===== src/rtl/bnn_pkg.sv =====
// Shared types for the BNN inference blocks: sequencer state encoding and
// layer-select codes presented to the neuron datapath.
package bnn_pkg;

  typedef enum logic [2:0] {
    ST_IDLE = 3'd0,
    ST_LOAD = 3'd1,
    ST_L1   = 3'd2,
    ST_L2   = 3'd3,
    ST_L3   = 3'd4,
    ST_DONE = 3'd5
  } bnn_state_e;

  localparam logic [1:0] LSEL_L1   = 2'd0;
  localparam logic [1:0] LSEL_L2   = 2'd1;
  localparam logic [1:0] LSEL_L3   = 2'd2;
  localparam logic [1:0] LSEL_NONE = 2'd0;

  localparam int RESULT_W = 4;

  function automatic logic [1:0] layer_code(input bnn_state_e st);
    logic [1:0] code;
    case (st)
      ST_L1:   code = LSEL_L1;
      ST_L2:   code = LSEL_L2;
      ST_L3:   code = LSEL_L3;
      default: code = LSEL_NONE;
    endcase
    return code;
  endfunction

endpackage


===== src/rtl/bnn_layer_sequencer_if.sv =====
// Neuron request/acknowledge channel between the layer sequencer (master)
// and the popcount datapath (slave).
interface bnn_layer_sequencer_if #(
  parameter int IDX_W   = 7,
  parameter int SCORE_W = 10
) ();

  logic               nrn_req;
  logic [1:0]         layer_sel;
  logic [IDX_W-1:0]   nrn_idx;
  logic               nrn_ack;
  logic [SCORE_W-1:0] nrn_score;

  modport master (
    output nrn_req,
    output layer_sel,
    output nrn_idx,
    input  nrn_ack,
    input  nrn_score
  );

  modport slave (
    input  nrn_req,
    input  layer_sel,
    input  nrn_idx,
    output nrn_ack,
    output nrn_score
  );

endinterface


===== src/rtl/bnn_argmax.sv =====
// Running-maximum tracker over the output layer; ties keep the earlier index
// and index 0 always seeds the maximum.
module bnn_argmax
  import bnn_pkg::*;
#(
  parameter int IDX_W   = 7,
  parameter int SCORE_W = 10
) (
  input  logic               clk,
  input  logic               rst,
  input  logic               clr,
  input  logic               en,
  input  logic [IDX_W-1:0]   idx,
  input  logic [SCORE_W-1:0] score,
  output logic [IDX_W-1:0]   best_idx
);

  logic [SCORE_W-1:0] best_score_r;
  logic [IDX_W-1:0]   best_idx_r;
  logic               take_s;

  // Decide whether the presented score replaces the current maximum
  always_comb begin
    take_s = 1'b0;
    if (en) begin
      take_s = (idx == {IDX_W{1'b0}}) || (score > best_score_r);
    end else begin
      take_s = 1'b0;
    end
  end

  // Maximum score/index registers
  always_ff @(posedge clk) begin
    if (rst || clr) begin
      best_score_r <= {SCORE_W{1'b0}};
      best_idx_r   <= {IDX_W{1'b0}};
    end else if (take_s) begin
      best_score_r <= score;
      best_idx_r   <= idx;
    end else begin
      best_score_r <= best_score_r;
      best_idx_r   <= best_idx_r;
    end
  end

  assign best_idx = best_idx_r;

endmodule


===== src/rtl/bnn_layer_sequencer.sv =====
// Walks the three BNN layers neuron by neuron, issuing one request per neuron
// with a bubble after each acknowledge, then reports the output-layer argmax.
module bnn_layer_sequencer
  import bnn_pkg::*;
#(
  parameter int L1_N    = 128,
  parameter int L2_N    = 64,
  parameter int L3_N    = 10,
  parameter int SCORE_W = 10,
  parameter int IDX_W   = 7
) (
  input  logic                        clk,
  input  logic                        rst,
  input  logic                        start,
  input  logic                        mode,
  input  logic                        load_done,
  bnn_layer_sequencer_if.master       nrn,
  output logic [2:0]                  state,
  output logic                        busy,
  output logic [RESULT_W-1:0]         result,
  output logic                        result_valid
);

  localparam logic [IDX_W-1:0] IDX_ZERO = {IDX_W{1'b0}};
  localparam logic [IDX_W-1:0] IDX_ONE  = IDX_W'(1);
  localparam logic [IDX_W-1:0] L1_LAST  = IDX_W'(L1_N - 1);
  localparam logic [IDX_W-1:0] L2_LAST  = IDX_W'(L2_N - 1);
  localparam logic [IDX_W-1:0] L3_LAST  = IDX_W'(L3_N - 1);

  bnn_state_e          state_r;
  bnn_state_e          state_nx_s;
  logic                req_r;
  logic                req_nx_s;
  logic [IDX_W-1:0]    idx_r;
  logic [IDX_W-1:0]    idx_nx_s;
  logic [1:0]          lsel_r;
  logic [1:0]          lsel_nx_s;
  logic                busy_r;
  logic                busy_nx_s;
  logic [RESULT_W-1:0] result_r;
  logic [RESULT_W-1:0] result_nx_s;
  logic                rv_r;
  logic                rv_nx_s;

  logic                ack_s;
  logic                wrap_s;
  logic [IDX_W-1:0]    last_idx_s;
  logic [IDX_W-1:0]    best_idx_s;

  // Qualified acknowledge, per-layer last index and end-of-layer detection.
  // The only layer cycle with no request and index 0 is the bubble that
  // follows the final acknowledge of that layer.
  always_comb begin
    ack_s  = nrn.nrn_ack & req_r;
    wrap_s = ~req_r & (idx_r == IDX_ZERO);
    case (state_r)
      ST_L1:   last_idx_s = L1_LAST;
      ST_L2:   last_idx_s = L2_LAST;
      ST_L3:   last_idx_s = L3_LAST;
      default: last_idx_s = IDX_ZERO;
    endcase
  end

  // Next-state logic
  always_comb begin
    state_nx_s = state_r;
    case (state_r)
      ST_IDLE: begin
        if (start) begin
          state_nx_s = mode ? ST_L1 : ST_LOAD;
        end else begin
          state_nx_s = ST_IDLE;
        end
      end
      ST_LOAD: begin
        if (load_done) begin
          state_nx_s = ST_IDLE;
        end else begin
          state_nx_s = ST_LOAD;
        end
      end
      ST_L1: begin
        if (wrap_s) begin
          state_nx_s = ST_L2;
        end else begin
          state_nx_s = ST_L1;
        end
      end
      ST_L2: begin
        if (wrap_s) begin
          state_nx_s = ST_L3;
        end else begin
          state_nx_s = ST_L2;
        end
      end
      ST_L3: begin
        if (wrap_s) begin
          state_nx_s = ST_DONE;
        end else begin
          state_nx_s = ST_L3;
        end
      end
      ST_DONE: state_nx_s = ST_IDLE;
      default: state_nx_s = ST_IDLE;
    endcase
  end

  // Next values of the registered outputs
  always_comb begin
    req_nx_s = 1'b0;
    idx_nx_s = IDX_ZERO;
    case (state_r)
      ST_IDLE: begin
        req_nx_s = start & mode;
        idx_nx_s = IDX_ZERO;
      end
      ST_L1, ST_L2, ST_L3: begin
        if (req_r) begin
          if (ack_s) begin
            req_nx_s = 1'b0;
            idx_nx_s = (idx_r == last_idx_s) ? IDX_ZERO : (idx_r + IDX_ONE);
          end else begin
            req_nx_s = 1'b1;
            idx_nx_s = idx_r;
          end
        end else if (wrap_s) begin
          // Entering the next layer requests neuron 0 immediately; L3 goes to DONE
          req_nx_s = (state_r != ST_L3);
          idx_nx_s = IDX_ZERO;
        end else begin
          req_nx_s = 1'b1;
          idx_nx_s = idx_r;
        end
      end
      default: begin
        req_nx_s = 1'b0;
        idx_nx_s = IDX_ZERO;
      end
    endcase

    lsel_nx_s = layer_code(state_nx_s);
    busy_nx_s = (state_nx_s != ST_IDLE);
    rv_nx_s   = (state_nx_s == ST_DONE);
    if (state_nx_s == ST_DONE) begin
      result_nx_s = RESULT_W'(best_idx_s);
    end else begin
      result_nx_s = result_r;
    end
  end

  // State register and registered outputs
  always_ff @(posedge clk) begin
    if (rst) begin
      state_r  <= ST_IDLE;
      req_r    <= 1'b0;
      idx_r    <= IDX_ZERO;
      lsel_r   <= LSEL_NONE;
      busy_r   <= 1'b0;
      result_r <= {RESULT_W{1'b0}};
      rv_r     <= 1'b0;
    end else begin
      state_r  <= state_nx_s;
      req_r    <= req_nx_s;
      idx_r    <= idx_nx_s;
      lsel_r   <= lsel_nx_s;
      busy_r   <= busy_nx_s;
      result_r <= result_nx_s;
      rv_r     <= rv_nx_s;
    end
  end

  bnn_argmax #(
    .IDX_W   (IDX_W),
    .SCORE_W (SCORE_W)
  ) u_argmax (
    .clk      (clk),
    .rst      (rst),
    .clr      (state_r == ST_IDLE),
    .en       (ack_s & (state_r == ST_L3)),
    .idx      (idx_r),
    .score    (nrn.nrn_score),
    .best_idx (best_idx_s)
  );

  assign nrn.nrn_req   = req_r;
  assign nrn.nrn_idx   = idx_r;
  assign nrn.layer_sel = lsel_r;
  assign state         = state_r;
  assign busy          = busy_r;
  assign result        = result_r;
  assign result_valid  = rv_r;

endmodule


===== src/flat_wrapper.sv =====
// flat-port wrapper written by rule: the top's interface ports become plain ports
module bnn_layer_sequencer_flat import bnn_pkg::*;
#(
  parameter int L1_N    = 128,
  parameter int L2_N    = 64,
  parameter int L3_N    = 10,
  parameter int SCORE_W = 10,
  parameter int IDX_W   = 7
)
  (clk, rst, start, mode, load_done, state, busy, result, result_valid, nrn_nrn_req, nrn_layer_sel, nrn_nrn_idx, nrn_nrn_ack, nrn_nrn_score);
  bnn_layer_sequencer_if #(.IDX_W(IDX_W), .SCORE_W(SCORE_W)) nrn_i ();
  input  logic clk;
  input  logic rst;
  input  logic start;
  input  logic mode;
  input  logic load_done;
  output logic [2:0] state;
  output logic busy;
  output logic [RESULT_W-1:0] result;
  output logic result_valid;
  output wire logic [$bits(nrn_i.nrn_req)-1:0] nrn_nrn_req;
  output wire logic [$bits(nrn_i.layer_sel)-1:0] nrn_layer_sel;
  output wire logic [$bits(nrn_i.nrn_idx)-1:0] nrn_nrn_idx;
  input wire logic [$bits(nrn_i.nrn_ack)-1:0] nrn_nrn_ack;
  input wire logic [$bits(nrn_i.nrn_score)-1:0] nrn_nrn_score;
  assign nrn_nrn_req = nrn_i.nrn_req;
  assign nrn_layer_sel = nrn_i.layer_sel;
  assign nrn_nrn_idx = nrn_i.nrn_idx;
  assign nrn_i.nrn_ack = nrn_nrn_ack;
  assign nrn_i.nrn_score = nrn_nrn_score;
  bnn_layer_sequencer #(.L1_N(L1_N), .L2_N(L2_N), .L3_N(L3_N), .SCORE_W(SCORE_W), .IDX_W(IDX_W)) u_core (.clk(clk), .rst(rst), .start(start), .mode(mode), .load_done(load_done), .nrn(nrn_i), .state(state), .busy(busy), .result(result), .result_valid(result_valid));
endmodule

===== config.mk =====
export PLATFORM = sky130hd
export DESIGN_NAME = bnn_layer_sequencer_flat
export DESIGN_NICKNAME = d
export VERILOG_FILES = /design/src/rtl/bnn_pkg.sv /design/src/rtl/bnn_layer_sequencer_if.sv /design/src/rtl/bnn_argmax.sv /design/src/rtl/bnn_layer_sequencer.sv /design/src/flat_wrapper.sv
export SDC_FILE = /design/constraint.sdc
export NUM_CORES = 1
export LEC_CHECK = 0
export BUFFER_PORTS_ARGS = -buffer_cell sky130_fd_sc_hd__buf_2
export CAP_MARGIN = 20
export CORE_UTILIZATION = 41
export DETAILED_ROUTE_END_ITERATION = 10
export SYNTH_ARGS = -nofsm -noshare
export SYNTH_HDL_FRONTEND = slang
export SYNTH_SLANG_ARGS = --single-unit
export TNS_END_PERCENT = 50

===== constraint.sdc =====
create_clock -name clk -period 4.6 [get_ports clk]
set_input_delay 1.38 -clock clk [delete_from_list [all_inputs] [get_ports clk]]
set_output_delay 1.38 -clock clk [all_outputs]
set_load 0.05 [all_outputs]

==> results.txt <==
* Area of the mapped netlist: 0.00188 mm^2
- Portion of the post-synthesis area used by sequential elements: 35.1%
- Total Neg Setup Slack: 0 ns
- The initial antenna violation count came to 0.
- In the layout the commonest cells are 43 x nand2_1, 34 x buf_2, 33 x dfxtp_1.
- Arithmetic-cell share of the synthesized area counting full adders, half adders and majority gates: 7.97%
- The synthesized netlist devotes 13.8% of its cell area to compound gates.
* Detailed-route DRC error count: 0
- Global routing finished with a remaining overflow of 0.
* Number of enable flip-flop cells after synthesis: 0
- Power share of the clock group: 40.3%
- Maximum single-stage delay on the critical path: 0.58 ns
- Based on the critical path, the design can be clocked at up to 319 MHz.
- Multiplexer share of the synthesized area: 10.6%
- # nets final: 276
- Across the VDD grid, the largest voltage drop is approximately 0.14 mV.
- Flops & latches, synth: 33
- The flow ran to the end, and the final reports show no timing, DRC or antenna violations.
- Die boundary width: 69.8 um
- Setup repair after global routing left no endpoint under its margin.
* Buf+Inv Stages, Crit Path: 1
* Most common cell after layout, fill and taps aside: nand2_1
* Count of buffers added by post-CTS timing repair for setup: 0
- The path class of the tightest hold or removal check is reg -> reg.
- Top flip-flop cell by instance count after synthesis: dfxtp_1
- STA classifies the critical path startpoint as an input pin.
- Syn-to-layout area delta: 14.1%
- Largest family of logic cells by synthesized area: simple AND/OR/NAND/NOR gates
- Number of iterations in the first detailed-routing pass: 4
- Mapped Avg Cell Area: 8.68 um^2
* Internal power: 479 uW
* WP data required: ~4.8 ns
- Actual slew at the worst max-slew pin: approximately 0.66 ns
* Xor and xnor fraction of the mapped netlist area: 1.39%
* Post-route clock period utilization: 68.1%
- Of the cells placed in the final design, the portion with a size suffix greater than 1 is 21.4%.
* Setup crit end kind: register
* Clock buffer count from CTS: 5
- Counting every sink on the clock net gives 33.
* Sum of net half-perimeters after detailed placement: 2.76 mm
- The via count of the first global-routing pass is 1,480.
- dfxtp_1 takes more of the synthesized area than any other cell.
- Per report_power, the combinational group accounts for 14.1% of the total.
* Leading post-synthesis cells by cell area: dfxtp_1 35%, mux2i_1 11%, nand2_1 8.6%
- Clock skew on the completed layout was measured at 0.00725 ns.
* Fin crit period: approximately 3.1 ns
- In this run, flip-flops and latches consume 45.7% of the power.
- Violation count after the first detailed-routing iteration: 90
- The number of antenna diodes in the final layout is 0.
- Count of warnings emitted by yosys: 0
* Resized cells post-CTS: 0
* Worst rel slew slack: 56.1%
- Switching power summed over all nets: about 180 uW
- After Yosys synthesis, and, or, nand and nor cells account for 23.8% of the synthesized area.
* CTS tree: built
- In this run the count of I/O pins placed on the die edge is 35.
* Master cell of the clock root buffer: clkbuf_8
* IO Port Bufs: 34
* Row count: 24
- In this run the static leakage power is 0.000914 uW.
- Die area: a little under 0.005 mm^2
- Switching part of the total: 27.0%
- Final setup fails: 0
* Total count of max-transition violations in the final report: 0
- Hold bufs inserted after CTS: 0
- Pin count of the biggest net entering global routing: 29
- Max-cap violations in this run came to 0.
- Effective utilization at floorplan: 43.0%
* Delay-heaviest family, CP: compound AO/OA/AOI/OAI gates
- Detailed-route wire length: 3.71 mm
- Using the TritonRoute via totals, the vias-per-cell ratio works out to ~5.2.
- The signal on the critical path passes through buf_2 > ha_1 > a21o_1 > a21o_1 > a221o_1 > o2111ai_4 > mux2i_1.
- The cell that appears most often on the critical path is a21o_1.
- Floorplan core area: roughly 0.0044 mm^2
- Peak fanout along the critical path: 14
- Synthesis instantiated 43 different standard cells from the library.
* Number of cells produced by synthesis: 217
- The routed layout has between 1,500 and 2,000 vias.
* Post-synthesis net count: 245
- The H-tree was split into 2 levels.
- Worst hold slack after final layout: 0.464 ns
- The die is roughly 70 um tall.
* CTS clk-pin slew, worst paths: 0.07 ns
* Max Root-Sink Buffers: 2
* Synth async-reset ratio: 0%
- Data on the critical path arrives at its endpoint at 3.33 ns.
- After detailed routing, the average wire length per cell comes to ~12 um.
- RePlAce Congestion: 0.819
- The number of failing hold endpoints at the final stage was 0.
- The detail route stage leaves a number of antenna-violating nets equal to 0.
* Class of the most critical setup path: in -> reg
- Share of the synthesized area in the top cell type: about a third
- The first global-routing pass estimated 6.51 mm of wire.
- Slowest stage cell, crit path: o2111ai_4
- Aggregate global-route resource usage: 16.5%
* Clk_lat worst skew: roughly 0.28 ns
* Power Density: 306 mW/mm^2
Yosys cell counts, drive strengths merged, types with 2 or more instances:
library cell	number
nand2	43
dfxtp	33
mux2i	20
inv	15
ha	12
nor2	12
a21oi	10
a21o	8
nand3	8
buf	7
nor3	6
nand4	5
clkbuf	4
nand2b	3
nor3b	3
nor4	3
o211ai	3
xnor2	3
a31oi	2
and3	2
o21ai	2
layer usage:
metal / vias to the layer above / wire length, um / track usage [%]
li1: 813 / - / -
met1: 699 / 1900 / 22.0
met2: 36 / 1580 / 25.0
met3: 5 / 181 / 3.78
met4: 0 / 44 / 7.78
met5: - / 0 / 0
final timing paths:
path / startpoint / end / cells after the start / slack (ns)
setup reg to reg: u_core.nrn.nrn_idx[0]$_SDFFE_PP0P_ / u_core.u_argmax.best_score_r[8]$_SDFFE_PP0P_ / 7 / 2.21
hold reg to reg: u_core.u_argmax.best_idx[2]$_SDFFE_PP0P_ / u_core.u_argmax.best_idx[2]$_SDFFE_PP0P_ / 2 / 0.46
setup / recovery: nrn_nrn_score[7] / u_core.u_argmax.best_score_r[8]$_SDFFE_PP0P_ / 7 / 1.47
hold / removal: u_core.u_argmax.best_idx[2]$_SDFFE_PP0P_ / u_core.u_argmax.best_idx[2]$_SDFFE_PP0P_ / 2 / 0.46
power by group through the flow:
| stage | registers (uW) | logic, uW | clock network [uW] |
|---|---|---|---|
| floorplan | 320 | 57.7 | 0 |
| global placement | 306 | 93.0 | 0 |
| detailed placement | 306 | 92.5 | 0 |
| CTS | 300 | 93.0 | 272 |
| global route | 301 | 102 | 288 |
| finish | 300 | 92.4 | 264 |
kinds of logic (layout without fill, tap and decap cells):
logic type	count (synthesis)	in the layout
AO/OA/AOI/OAI	33	33
XOR/XNOR	3	3
adder cells (fa/ha/maj)	12	12
buffers and inverters	26	57
flip-flops	33	33
multiplexers	20	20
AND/OR/NAND/NOR	90	90
sequential cells by signal, indices dropped and copies added, names as in the netlist:
signal and count:
u_core.busy 1, u_core.nrn.layer_sel 2, u_core.nrn.nrn_idx 7, u_core.nrn.nrn_req 1, u_core.result 4, u_core.result_valid 1
u_core.state 3, u_core.u_argmax.best_idx 4, u_core.u_argmax.best_score_r 10
tightest hold or removal path, stage by stage (launching register included):
cell,delay [ns]
dfxtp_1,0.31
nand2_1,0.05
mux2i_1,0.05
layout make-up:
class	count	area (um^2)
well taps	52	65.1
multi-input cells	158	1090
repair buffers	35	178
fillers	430	2230
inverters	15	56.3
clock buffers	5	68.8
clock inverters	2	35.0
flip-flops and latches	33	661
per-stage QoR:
stage                     instances  instance area [um^2]  setup slack [ns]  util, %  total power (uW)
after floorplan                 217                  1880              1.53        -               378
after global placement          293                  2050              1.21     46.7               399
after detailed placement        293                  2050              1.16     46.7               399
after CTS                       300                  2150              1.44     49.0               665
after global routing            300                  2150              1.37     49.0               690
final                           300                  2150              1.47     49.0               657
Power figures use the tool's default switching activity.
